$ cat config.mk
export PLATFORM = sky130hd
export DESIGN_NAME = pc_sequencer_flat
export DESIGN_NICKNAME = d
export VERILOG_FILES = /design/src/rtl/pc_sequencer_if.sv /design/src/rtl/pc_sequencer.sv /design/src/flat_wrapper.sv
export SDC_FILE = /design/constraint.sdc
export NUM_CORES = 1
export LEC_CHECK = 0
export CORE_MARGIN = 2
export CORE_UTILIZATION = 43
export CTS_CLUSTER_DIAMETER = 150
export DETAILED_ROUTE_END_ITERATION = 12
export PLACE_DENSITY = 0.82
export SYNTH_ARGS = -nofsm -noshare
export SYNTH_HDL_FRONTEND = slang
export SYNTH_SLANG_ARGS = --single-unit
$ cat constraint.sdc
create_clock -name clk -period 2.2 [get_ports clk]
set_input_delay 0.22 -clock clk [delete_from_list [all_inputs] [get_ports clk]]
set_output_delay 0.22 -clock clk [all_outputs]
set_load 0.01 [all_outputs]
$ cat src/rtl/pc_sequencer_if.sv
// Fetch-stage bundle between the hazard/branch logic, instruction memory and the PC sequencer.
// master = hazard/branch side driving redirects, slave = the sequencer owning the PC.
interface pc_sequencer_if #(
  parameter int SIZE = 32
) ();
  logic            stall;
  logic            branch_taken;
  logic [SIZE-1:0] branch_target;
  logic            jump;
  logic [SIZE-1:0] jump_target;
  logic            exception;
  logic            imem_ready;
  logic [SIZE-1:0] pc;
  logic [SIZE-1:0] pc_plus4;
  logic            fetch_valid;
  logic            flush;
  logic            misalign;

  modport master (
    output stall, branch_taken, branch_target, jump, jump_target, exception, imem_ready,
    input  pc, pc_plus4, fetch_valid, flush, misalign
  );

  modport slave (
    input  stall, branch_taken, branch_target, jump, jump_target, exception, imem_ready,
    output pc, pc_plus4, fetch_valid, flush, misalign
  );
endinterface

$ cat src/rtl/pc_sequencer.sv
// Program-counter sequencer for the MIPS fetch stage: PC+4, redirects, exception vectoring, waits.
// Optional build macro PC_ALIGN_CHECK_EN traps misaligned jump/branch targets to EXC_VECTOR.
module pc_sequencer #(
  parameter int              SIZE         = 32,
  parameter logic [SIZE-1:0] RESET_VECTOR = '0,
  parameter logic [SIZE-1:0] EXC_VECTOR   = SIZE'(32'h80)
) (
  input logic           clk,
  input logic           rst_n,
  pc_sequencer_if.slave bus
);

  typedef enum logic [1:0] {
    BOOT = 2'd0,
    RUN  = 2'd1,
    WAIT = 2'd2
  } state_t;

  state_t          state_r, state_s;
  logic [SIZE-1:0] pc_r, pc_s;
  logic            pend_valid_r, pend_valid_s;
  logic [SIZE-1:0] pend_target_r, pend_target_s;
  logic [SIZE-1:0] target_s;
  logic            bad_align_s;
  logic            redirect_jb_s;
  logic            fetch_valid_s;
  logic            flush_s;
  logic            misalign_s;

  assign redirect_jb_s = bus.jump | bus.branch_taken;

  // Jump beats branch; a misaligned target is swapped for the exception vector when checking is built in.
  always_comb begin
    bad_align_s = 1'b0;
    if (bus.jump) begin
      target_s = bus.jump_target;
    end else begin
      target_s = bus.branch_target;
    end
`ifdef PC_ALIGN_CHECK_EN
    if (redirect_jb_s && (target_s[1:0] != 2'b00)) begin
      bad_align_s = 1'b1;
      target_s    = EXC_VECTOR;
    end else begin
      bad_align_s = 1'b0;
    end
`endif
  end

  // Next PC, pending redirect, state and the combinational fetch/flush outputs.
  always_comb begin
    state_s       = state_r;
    pc_s          = pc_r;
    pend_valid_s  = pend_valid_r;
    pend_target_s = pend_target_r;
    flush_s       = 1'b0;
    misalign_s    = 1'b0;

    case (state_r)
      BOOT:    state_s = RUN;
      RUN:     state_s = bus.imem_ready ? RUN : WAIT;
      WAIT:    state_s = bus.imem_ready ? RUN : WAIT;
      default: state_s = BOOT;
    endcase

    if (bus.exception) begin
      pc_s         = EXC_VECTOR;
      state_s      = RUN;
      pend_valid_s = 1'b0;
      flush_s      = 1'b1;
    end else if (redirect_jb_s) begin
      flush_s    = 1'b1;
      misalign_s = bad_align_s;
      if (bus.imem_ready || (state_r == BOOT)) begin
        pc_s         = target_s;
        pend_valid_s = 1'b0;
      end else begin
        // Memory still busy with the old address: park the target until it answers.
        pend_valid_s  = 1'b1;
        pend_target_s = target_s;
      end
    end else if (pend_valid_r && bus.imem_ready) begin
      pc_s         = pend_target_r;
      pend_valid_s = 1'b0;
    end else if ((state_r != BOOT) && bus.imem_ready && !bus.stall) begin
      pc_s = pc_r + SIZE'(32'd4);
    end else begin
      pc_s = pc_r;
    end

    // The word returned while a parked redirect retires is wrong-path, so it is never captured.
    fetch_valid_s = ((state_r == RUN) || (state_r == WAIT)) && bus.imem_ready && !bus.stall &&
                    !bus.exception && !redirect_jb_s && !pend_valid_r;
  end

  // State, PC and pending-redirect registers.
  always_ff @(posedge clk or negedge rst_n) begin
    if (!rst_n) begin
      state_r       <= BOOT;
      pc_r          <= RESET_VECTOR;
      pend_valid_r  <= 1'b0;
      pend_target_r <= '0;
    end else begin
      state_r       <= state_s;
      pc_r          <= pc_s;
      pend_valid_r  <= pend_valid_s;
      pend_target_r <= pend_target_s;
    end
  end

  assign bus.pc          = pc_r;
  assign bus.pc_plus4    = pc_r + SIZE'(32'd4);
  assign bus.fetch_valid = fetch_valid_s;
  assign bus.flush       = flush_s;
`ifdef PC_ALIGN_CHECK_EN
  assign bus.misalign    = misalign_s;
`else
  assign bus.misalign    = 1'b0;
`endif

endmodule
$ cat src/flat_wrapper.sv
// flat-port wrapper written by rule: the top's interface ports become plain ports
module pc_sequencer_flat 
#(
  parameter int              SIZE         = 32,
  parameter logic [SIZE-1:0] RESET_VECTOR = '0,
  parameter logic [SIZE-1:0] EXC_VECTOR   = SIZE'(32'h80)
)
  (clk, rst_n, bus_stall, bus_branch_taken, bus_branch_target, bus_jump, bus_jump_target, bus_exception, bus_imem_ready, bus_pc, bus_pc_plus4, bus_fetch_valid, bus_flush, bus_misalign);
  pc_sequencer_if #(.SIZE(SIZE)) bus_i ();
  input logic clk;
  input logic rst_n;
  input wire logic [$bits(bus_i.stall)-1:0] bus_stall;
  input wire logic [$bits(bus_i.branch_taken)-1:0] bus_branch_taken;
  input wire logic [$bits(bus_i.branch_target)-1:0] bus_branch_target;
  input wire logic [$bits(bus_i.jump)-1:0] bus_jump;
  input wire logic [$bits(bus_i.jump_target)-1:0] bus_jump_target;
  input wire logic [$bits(bus_i.exception)-1:0] bus_exception;
  input wire logic [$bits(bus_i.imem_ready)-1:0] bus_imem_ready;
  output wire logic [$bits(bus_i.pc)-1:0] bus_pc;
  output wire logic [$bits(bus_i.pc_plus4)-1:0] bus_pc_plus4;
  output wire logic [$bits(bus_i.fetch_valid)-1:0] bus_fetch_valid;
  output wire logic [$bits(bus_i.flush)-1:0] bus_flush;
  output wire logic [$bits(bus_i.misalign)-1:0] bus_misalign;
  assign bus_i.stall = bus_stall;
  assign bus_i.branch_taken = bus_branch_taken;
  assign bus_i.branch_target = bus_branch_target;
  assign bus_i.jump = bus_jump;
  assign bus_i.jump_target = bus_jump_target;
  assign bus_i.exception = bus_exception;
  assign bus_i.imem_ready = bus_imem_ready;
  assign bus_pc = bus_i.pc;
  assign bus_pc_plus4 = bus_i.pc_plus4;
  assign bus_fetch_valid = bus_i.fetch_valid;
  assign bus_flush = bus_i.flush;
  assign bus_misalign = bus_i.misalign;
  pc_sequencer #(.SIZE(SIZE), .RESET_VECTOR(RESET_VECTOR), .EXC_VECTOR(EXC_VECTOR)) u_core (.clk(clk), .rst_n(rst_n), .bus(bus_i));
endmodule
# == Yosys cells after proc, flatten, opt, wreduce, memory -nomap -nowiden ==
# Cells that the tools add are included.
# op_classes
reduce_logical,21
eq_ne,3
n_bitwise,3
n_addsub,1
n_mux,15
# op_table
operator,n
$mux W32,6
$add A32 B3 Y32 const B,1
$logic_and A1 B1 Y1,8
$mux W1,6
$logic_not A1 Y1,4
$mux W2,2
$pmux W2 S2,1
$reduce_bool A4 Y1,1
$ne A3 B3 Y1 const B,1
$reduce_and A3 Y1,1
$reduce_bool A3 Y1,1
$eq A2 B1 Y1 const B,1
$eq A2 B2 Y1 const B,1
$logic_not A2 Y1,1
$logic_or A1 B1 Y1,2
$not A1 Y1,2
$reduce_and A2 Y1,1
$reduce_bool A2 Y1,1
$reduce_or A2 Y1,1
$or A1 B1 Y1,1
# word_totals
regBits,67
out_inout_bits,67
wordCells,47
inputBits,71

# == Logic depth before layout (Yosys ltp) ==
# Gate-level depths: netlist (run 1).
# depth
word_depth,7
ltp_mapped,8
depth_no_buf,7

# == Least setup slack after synthesis (run 1) ==
# Ideal clock, no wire load.
# synth_path
kind,register -> output
start,"register u_core.pc_r[2], in the netlist u_core.bus.pc[2]"
end,output port bus_pc_plus4[28]
arrival_ns,1.999
path_buffers,0
path_slack_ns,-0.019
stages_incl_launch_ff,6
required_ns,1.980
path_cell_list,dfrtp_1 -> ha_1 -> nand2_1 -> or4_4 -> or4b_4 -> xnor2_1
# synth_via
elab_chain_cells,1
# synth_lines
element,line_no,text
start: declaration,pc_sequencer.sv:20,"logic [SIZE-1:0] pc_r, pc_s;"
start signal: assignment,pc_sequencer.sv:105,pc_r <= pc_s;
$add A32 B3 Y32,pc_sequencer.sv:112,assign bus.pc_plus4 = pc_r + SIZE'(32'd4);
end: declaration,flat_wrapper.sv:20,output wire logic [$bits(bus_i.pc_plus4)-1:0] bus_pc_plus4;
# No other way between the ends.

# == Worst setup path in the final report (run 1) ==
# layout_path
start,"register u_core.pc_r[11], in the netlist u_core.bus.pc[11]"
end,output port bus_pc_plus4[29]
# Same word-level chain as after synthesis.

==> summary.md, run 1 <==
| Metric | Value |
|---|---|
| Total power draw | 0.00408 W |
| Setup violations, final | 17 |
| Setup ws final | -382 ps |
| Syn_nets | 593 |
| P per Cell Area | 564 nW/um^2 |
| Status | complete, but fails checks |
| GR Overflow Total | 0 |
| Slew Limit Headroom | 48.2% |
| GR Util met2 | 47.9% |
| Post-synthesis cell type count | 57 |
| Final min period | 2580 ps |
| Arr. time, crit path | 2360 ps |
| Setup Skew | 9.17 ps |
| Max IR drop VDD | 0.354 mV |
| Placed inst area | 6680 um^2 |
| Placer's final routability congestion estimate | 0.882 |
| Drt first-iter violations | 390 |
| Failing checks | setup timing |
| Antenna viol nets, final | 0 |
| First-pass GRT wire length | 25600 um |
| Tcrit/Tclk final | 117% |
| Sink Count | 67 |
| Share of post-route cells with drive strength above 1 | 28.5% |
| H-tree levels | 3 |
| Setup repair after global routing missed its margin | true |
| Critical path's slowest cell | or4_4 |
| Site row count | 37 |
| Starting density of the core | 43.8% |
| Critical path launch point type | flop |
| Worst Tran Pin Value | 773 ps |
| Root Driver | clkbuf_8 |
| Synthesis-stage register bit count | 67 |
| Initial antenna violation count | 0 |
| Final Hold Viols | 0 |
| Drt first pass iters | 5 |
| Num CTS Buffers | 9 |
| Core box area | 10200 um^2 |
| Switch Pwr | 0.00129 W |
| Syn-to-layout area delta | 61.6% |
| Met3 usage | 5.64% |
| Ant. Diodes | 0 |
| Die width | 106 um |
| Port bufs | 136 |
| Clock transition at path regs | 70 ps |
| Worst Path Buf+Inv | 4 |
| CTS max path bufs | 2 |
| CTS tree | done |
| Setup crit end kind | output port |
| Most frequent cells in the layout | buf_4 (107), clkdlybuf4s50_1 (106), dfrtp_1 (67) |
| Largest stage delay on the critical path | 530 ps |
| Hold crit path type | in2async |
| Fmax | 387 MHz |
| Most Used Layer, Global Route | met2 |
| Synth area leader | dfrtp_1 |
| Mapped Cells | 519 |
| Avg Vias per Cell | 5.74 |
| WP data required | 1980 ps |
| Critical path's top delay family | simple AND/OR/NAND/NOR gates |
| CP Depth | 8 |
| Total number of vias | 5135 |
| Met1 Track Usage GR | 37.0% |
| Seq/Total Area, Yosys | 37.4% |
| Die height | 106 um |
| Synthesized area | 4480 um^2 |
| Clock power frac | 28.0% |
| Routed length per instance | 18.1 um |
| Number of synthesized flops with an enable pin | 0 |
| Synth Flop Type | dfrtp_1 |
| R2R cell count | 8 |
| Tot GR Track Use | 28.6% |
| Worst-skew pair later-pin latency | 350 ps |
| Largest net degree at the start of global routing | 68 |
| Crit-path max FO | 3 |
| Pint | 0.00279 W |
| CP Class | reg2out |
| Final net count | 827 |
| Seq pwr share | 38.5% |
| Ports | 138 |
| Mean Syn Cell Area | 8.63 um^2 |
| Crit path top cell by count | buf_4 |
| Synthesis warning total | 0 |
| Sw Share | 31.6% |
| Leak pwr | 3.34 nW |
| Post-DP HPWL | 11800 um |
| Pins Over Slew Limit | 0 |
| Area contributors post-synth | dfrtp_1 (37%), o21ai_0 (6.9%), nand2_1 (5.5%) |
| Combinational fraction of design power | 33.5% |
| Max Cap Viol | 0 |
| Vias in the first global route | 5101 |
| DRC Markers | 0 |
| Critical-path cell list | nand4_1 > buf_4 > or4_4 > buf_6 > nor3b_2 > buf_4 > xnor2_1 > buf_2 |
| Share of the synthesized area in the top cell type | 37.4% |
| Die footprint | 11200 um^2 |
| Final Instance Area | 7240 um^2 |
| Worst hold slack | 411 ps |
| DRT Wirelength | 16200 um |
| Post-synth ARST share | 100% |
| Most common cell after layout, fill and taps aside | buf_4 |
==> power by group through the flow <==
stage | clock network (W) | logic [W] | registers, W
2_1_floorplan | 0 | 0.000565 | 0.00162
3_3_place_gp | 0 | 0.00131 | 0.00157
3_5_place_dp | 0 | 0.00134 | 0.00159
4_1_cts | 0.00116 | 0.00134 | 0.00156
5_1_grt | 0.00121 | 0.00148 | 0.00160
6_report | 0.00114 | 0.00137 | 0.00157
==> layer usage <==
layer	routed length, um	vias to the layer above
li1	-	2370
met4	529	0
met5	0	-
met2	7840	252
met3	1180	53
met1	6620	2460
==> cell usage after synthesis (3+ instances only) <==
cell type,number
xnor2_1,20
clkbuf_1,25
o221ai_1,4
nor4_1,4
a21o_1,9
nand2_1,66
and2_1,8
a211oi_1,3
ha_1,3
a221o_1,4
nor2_1,29
mux2_2,13
xor2_1,7
nand2b_1,10
and3_1,5
buf_4,3
nand3_1,8
nand4_1,9
buf_2,4
nor3_1,6
o21ai_0,62
a22o_1,10
buf_1,4
o2bb2ai_1,5
a22oi_1,9
dfrtp_1,67
nand3_2,3
nor3b_1,3
and4_1,3
o31ai_1,5
a21oi_1,18
a21boi_0,11
o311ai_0,5
inv_1,18
a221oi_1,7
mux2i_1,15
a32o_1,4
==> registers in the layout, summed over array words and instances, names as in the netlist <==
name	cells
u_core.bus.pc	32
u_core.pend_target_r	32
u_core.pend_valid_r	1
u_core.state_r	2
==> path summary, 6_finish.rpt <==
kind | from | end | slack [ps]
setup reg to reg | u_core.bus.pc[11] | u_core.bus.pc[28] | -180
hold reg to reg | u_core.pend_target_r[22] | u_core.pend_target_r[22] | 490
max in group asynchronous | rst_n | u_core.bus.pc[21] | 1460
hold / removal | rst_n | u_core.bus.pc[9] | 410
min in group clk | bus_jump | u_core.bus.pc[8] | 440
setup / recovery | u_core.bus.pc[11] | bus_pc_plus4[29] | -380
==> cell type report <==
cell class                 count  area (um^2)
clock inverter                 6         90.1
tap                          136          170
timing repair buffer         259         2260
clock buffer                  10          128
inverter                      18         67.6
fill                         746         2990
multi-input combinational    398         2840
sequential                    67         1680
==> worst register-to-register path, cell delays in order (launching register included) <==
cell and delay, ps:
dfrtp_1 410, buf_6 120, nand3_2 80, or4_4 540, or4b_4 550, buf_4 150
buf_6 100, a21o_1 140, a22o_1 170
==> timing repair <==
action	CTS	global route
resized for setup	105	43
endpoints found under the setup margin	28	39
hold endpoints to repair	67	0
pin swaps	13	18
buffers inserted	17	4
hold buffers	1	0
==> through the flow <==
stage	setup slack [ps]	utilization, %	std cells	TNS, ps
floorplan	-11.9	-	519	-11.9
global placement	-273	65.3	861	-2070
detailed placement	-308	65.3	861	-3580
CTS	-334	69.6	895	-1890
global route	-422	70.7	894	-5200
finish	-382	70.7	894	-3460
==> logic make-up (layout without fill, tap and decap cells) <==
group           after synthesis  count (layout)  synth area share (%)
compound gates              172             172                  26.1
xor+xnor                     27              27                  5.28
fa+ha+maj                     3               3                 0.838
buf+inv                      54             293                  4.89
flops                        67              67                  37.4
mux                          28              28                  6.62
other cells                   1               1                0.0837
simple gates                167             167                  18.8
No activity file was read; power rests on OpenSTA's default activity.
==> inputs of run 2 (changes only) <==
--- a/config.mk
+++ b/config.mk
@@ -10,6 +10,7 @@
 export CTS_CLUSTER_DIAMETER = 150
 export DETAILED_ROUTE_END_ITERATION = 12
 export PLACE_DENSITY = 0.82
+export REMOVE_ABC_BUFFERS = 1
 export SYNTH_ARGS = -nofsm -noshare
 export SYNTH_HDL_FRONTEND = slang
 export SYNTH_SLANG_ARGS = --single-unit
==> run 2 against run 1 <==
Compared with the run above: the flow still finishes with violations (setup timing); largest cell class unchanged; non-clock buffer count increased by 17; utilization up 1.7 points; clock power is 12% higher; register-to-register slack gained 170 ps; via count up 2.7%.
==> summary.md, run 2 (synthesis gave the netlist of run 1 again) <==
| Metric | Value |
|---|---|
| Die height | 106 um |
| Antenna viol nets, final | 0 |
| Core box area | 10200 um^2 |
| Setup ws final | -318 ps |
| Worst Tran Pin Value | 686 ps |
| Die footprint | 11200 um^2 |
| Tot GR Track Use | 30.6% |
| Final Hold Viols | 0 |
| Avg Vias per Cell | 5.79 |
| Routed length per instance | 18.9 um |
| Drt first pass iters | 6 |
| Num CTS Buffers | 9 |
| Largest stage delay on the critical path | 570 ps |
| Drt first-iter violations | 358 |
| Worst-skew pair later-pin latency | 360 ps |
| Ports | 138 |
| Tcrit/Tclk final | 114% |
| Ant. Diodes | 0 |
| Fmax | 397 MHz |
| Leak pwr | 3.48 nW |
| Total power draw | 0.00425 W |
| Most common cell after layout, fill and taps aside | buf_4 |
| Setup repair after global routing missed its margin | true |
| Placer's final routability congestion estimate | 0.904 |
| Setup crit end kind | output port |
| H-tree levels | 3 |
| Largest net degree at the start of global routing | 56 |
| Setup violations, final | 13 |
| P per Cell Area | 574 nW/um^2 |
| Site row count | 37 |
| Slew Limit Headroom | 54.0% |
| Failing checks | setup timing |
| Most frequent cells in the layout | buf_4 (115), clkdlybuf4s50_1 (105), dfrtp_1 (67) |
| Share of post-route cells with drive strength above 1 | 31.1% |
| Initial antenna violation count | 0 |
| CP Class | reg2out |
| DRC Markers | 0 |
| DRT Wirelength | 17200 um |
| CTS tree | done |
| Final min period | 2520 ps |
| Final net count | 844 |
| Starting density of the core | 43.8% |
| GR Overflow Total | 0 |
| Cell Count, Final, Fillers Out | 911 |
| Reg2reg start | u_core.bus.pc[9] |
| DP Cell Count | 863 |
| Vias in the first global route | 5560 |
| Port bufs | 136 |
| Syn-to-layout area delta | 65.5% |
| Pins Over Slew Limit | 0 |
| Max Cap Viol | 0 |
| Critical-path cell list | buf_6 > nand4_1 > or4_4 > buf_4 > nor3b_4 > xnor2_2 > buf_2 |
| First-pass GRT wire length | 27100 um |
| CTS max path bufs | 2 |
| Status | complete, but fails checks |
| Setup Skew | 8.66 ps |
| Root Driver | clkbuf_8 |
| Die width | 106 um |
| Arr. time, crit path | 2300 ps |
| Critical path launch point type | flop |
| Total number of vias | 5275 |
| Post-DP HPWL | 12200 um |
| Crit path from | u_core.bus.pc[5] |
| Crit-path max FO | 3 |
| Hold crit path type | in2reg |
| Clock transition at path regs | 80 ps |
| Hold path start | bus_jump |
| Sink Count | 67 |
| Max IR drop VDD | 0.407 mV |
| Critical path's slowest cell | or4_4 |
| WP data required | 1980 ps |
## run 2: changes by cell type in the layout (fill, tap and decap cells not counted), sizes merged
cell           previous run  this run
dlygate4sd2               7         6
clkdlybuf4s50           106       105
buf                     140       160
bufinv                    2         3
clkbuf                   13        12
dlymetal6s2s              2         1
## run 2: final timing paths
| path | to | slack, ps | cells after the start |
|---|---|---|---|
| max in group asynchronous | u_core.pend_target_r[3] | 1100 | 3 |
| min in group asynchronous | u_core.pend_target_r[27] | 430 | 2 |
| min | u_core.pend_valid_r | 420 | 5 |
| min reg2reg | u_core.pend_target_r[0] | 490 | 2 |
| max | bus_pc_plus4[29] | -320 | 7 |
| max reg2reg | u_core.bus.pc[21] | -10 | 11 |
## run 2: what timing repair did
| action | in CTS | in global routing |
|---|---|---|
| buffers inserted | 26 | 12 |
| gates resized for setup | 118 | 47 |
| hold buffers | 1 | 0 |
| endpoints found under the hold margin | 22 | 0 |
| setup endpoints to repair | 26 | 35 |
| pin swaps | 21 | 25 |
## run 2: critical path, delay by kind of cell (launching register included)
kind / cells / cell delay (ps)
flops: 1 / 400
xor+xnor: 1 / 140
buf+inv: 3 / 440
simple gates: 3 / 960
## run 2: power breakdown
group          switching (W)  internal [W]
Sequential          0.000140       0.00144
Combinational       0.000676      0.000716
Clock               0.000529      0.000750
## run 2: cell type report
type                            count  area [um^2]
Sequential cell                    67         1680
Inverter                           18         67.6
Fill cell                         751         2820
Timing Repair Buffer              276         2430
Multi-Input combinational cell    398         2830
Clock inverter                      7          116
Clock buffer                        9          124
Tap cell                          136          170
## run 2: metrics by stage
| stage | utilization [%] | instance area [um^2] | hold WS, ps | setup slack [ps] | TNS, ps |
|---|---|---|---|---|---|
| 2_1_floorplan | - | 4330 | -75.6 | -37.8 | -96.3 |
| 3_3_place_gp | 65.6 | 6710 | 258 | -328 | -3250 |
| 6_report | 72.4 | 7410 | 422 | -318 | -2510 |
| 4_1_cts | 71.1 | 7270 | 410 | -308 | -2640 |
| 5_1_grt | 72.4 | 7410 | 461 | -378 | -3480 |
| 3_5_place_dp | 65.6 | 6710 | 259 | -341 | -4540 |
## run 2: metal layers
metal | track usage [%] | up-vias | wire [um]
met1 | 35.6 | 2555 | 6830
met5 | 0 | - | 0
met3 | 7.91 | 53 | 1390
met4 | 13.3 | 0 | 556
li1 | - | 2404 | -
met2 | 53.2 | 263 | 8410
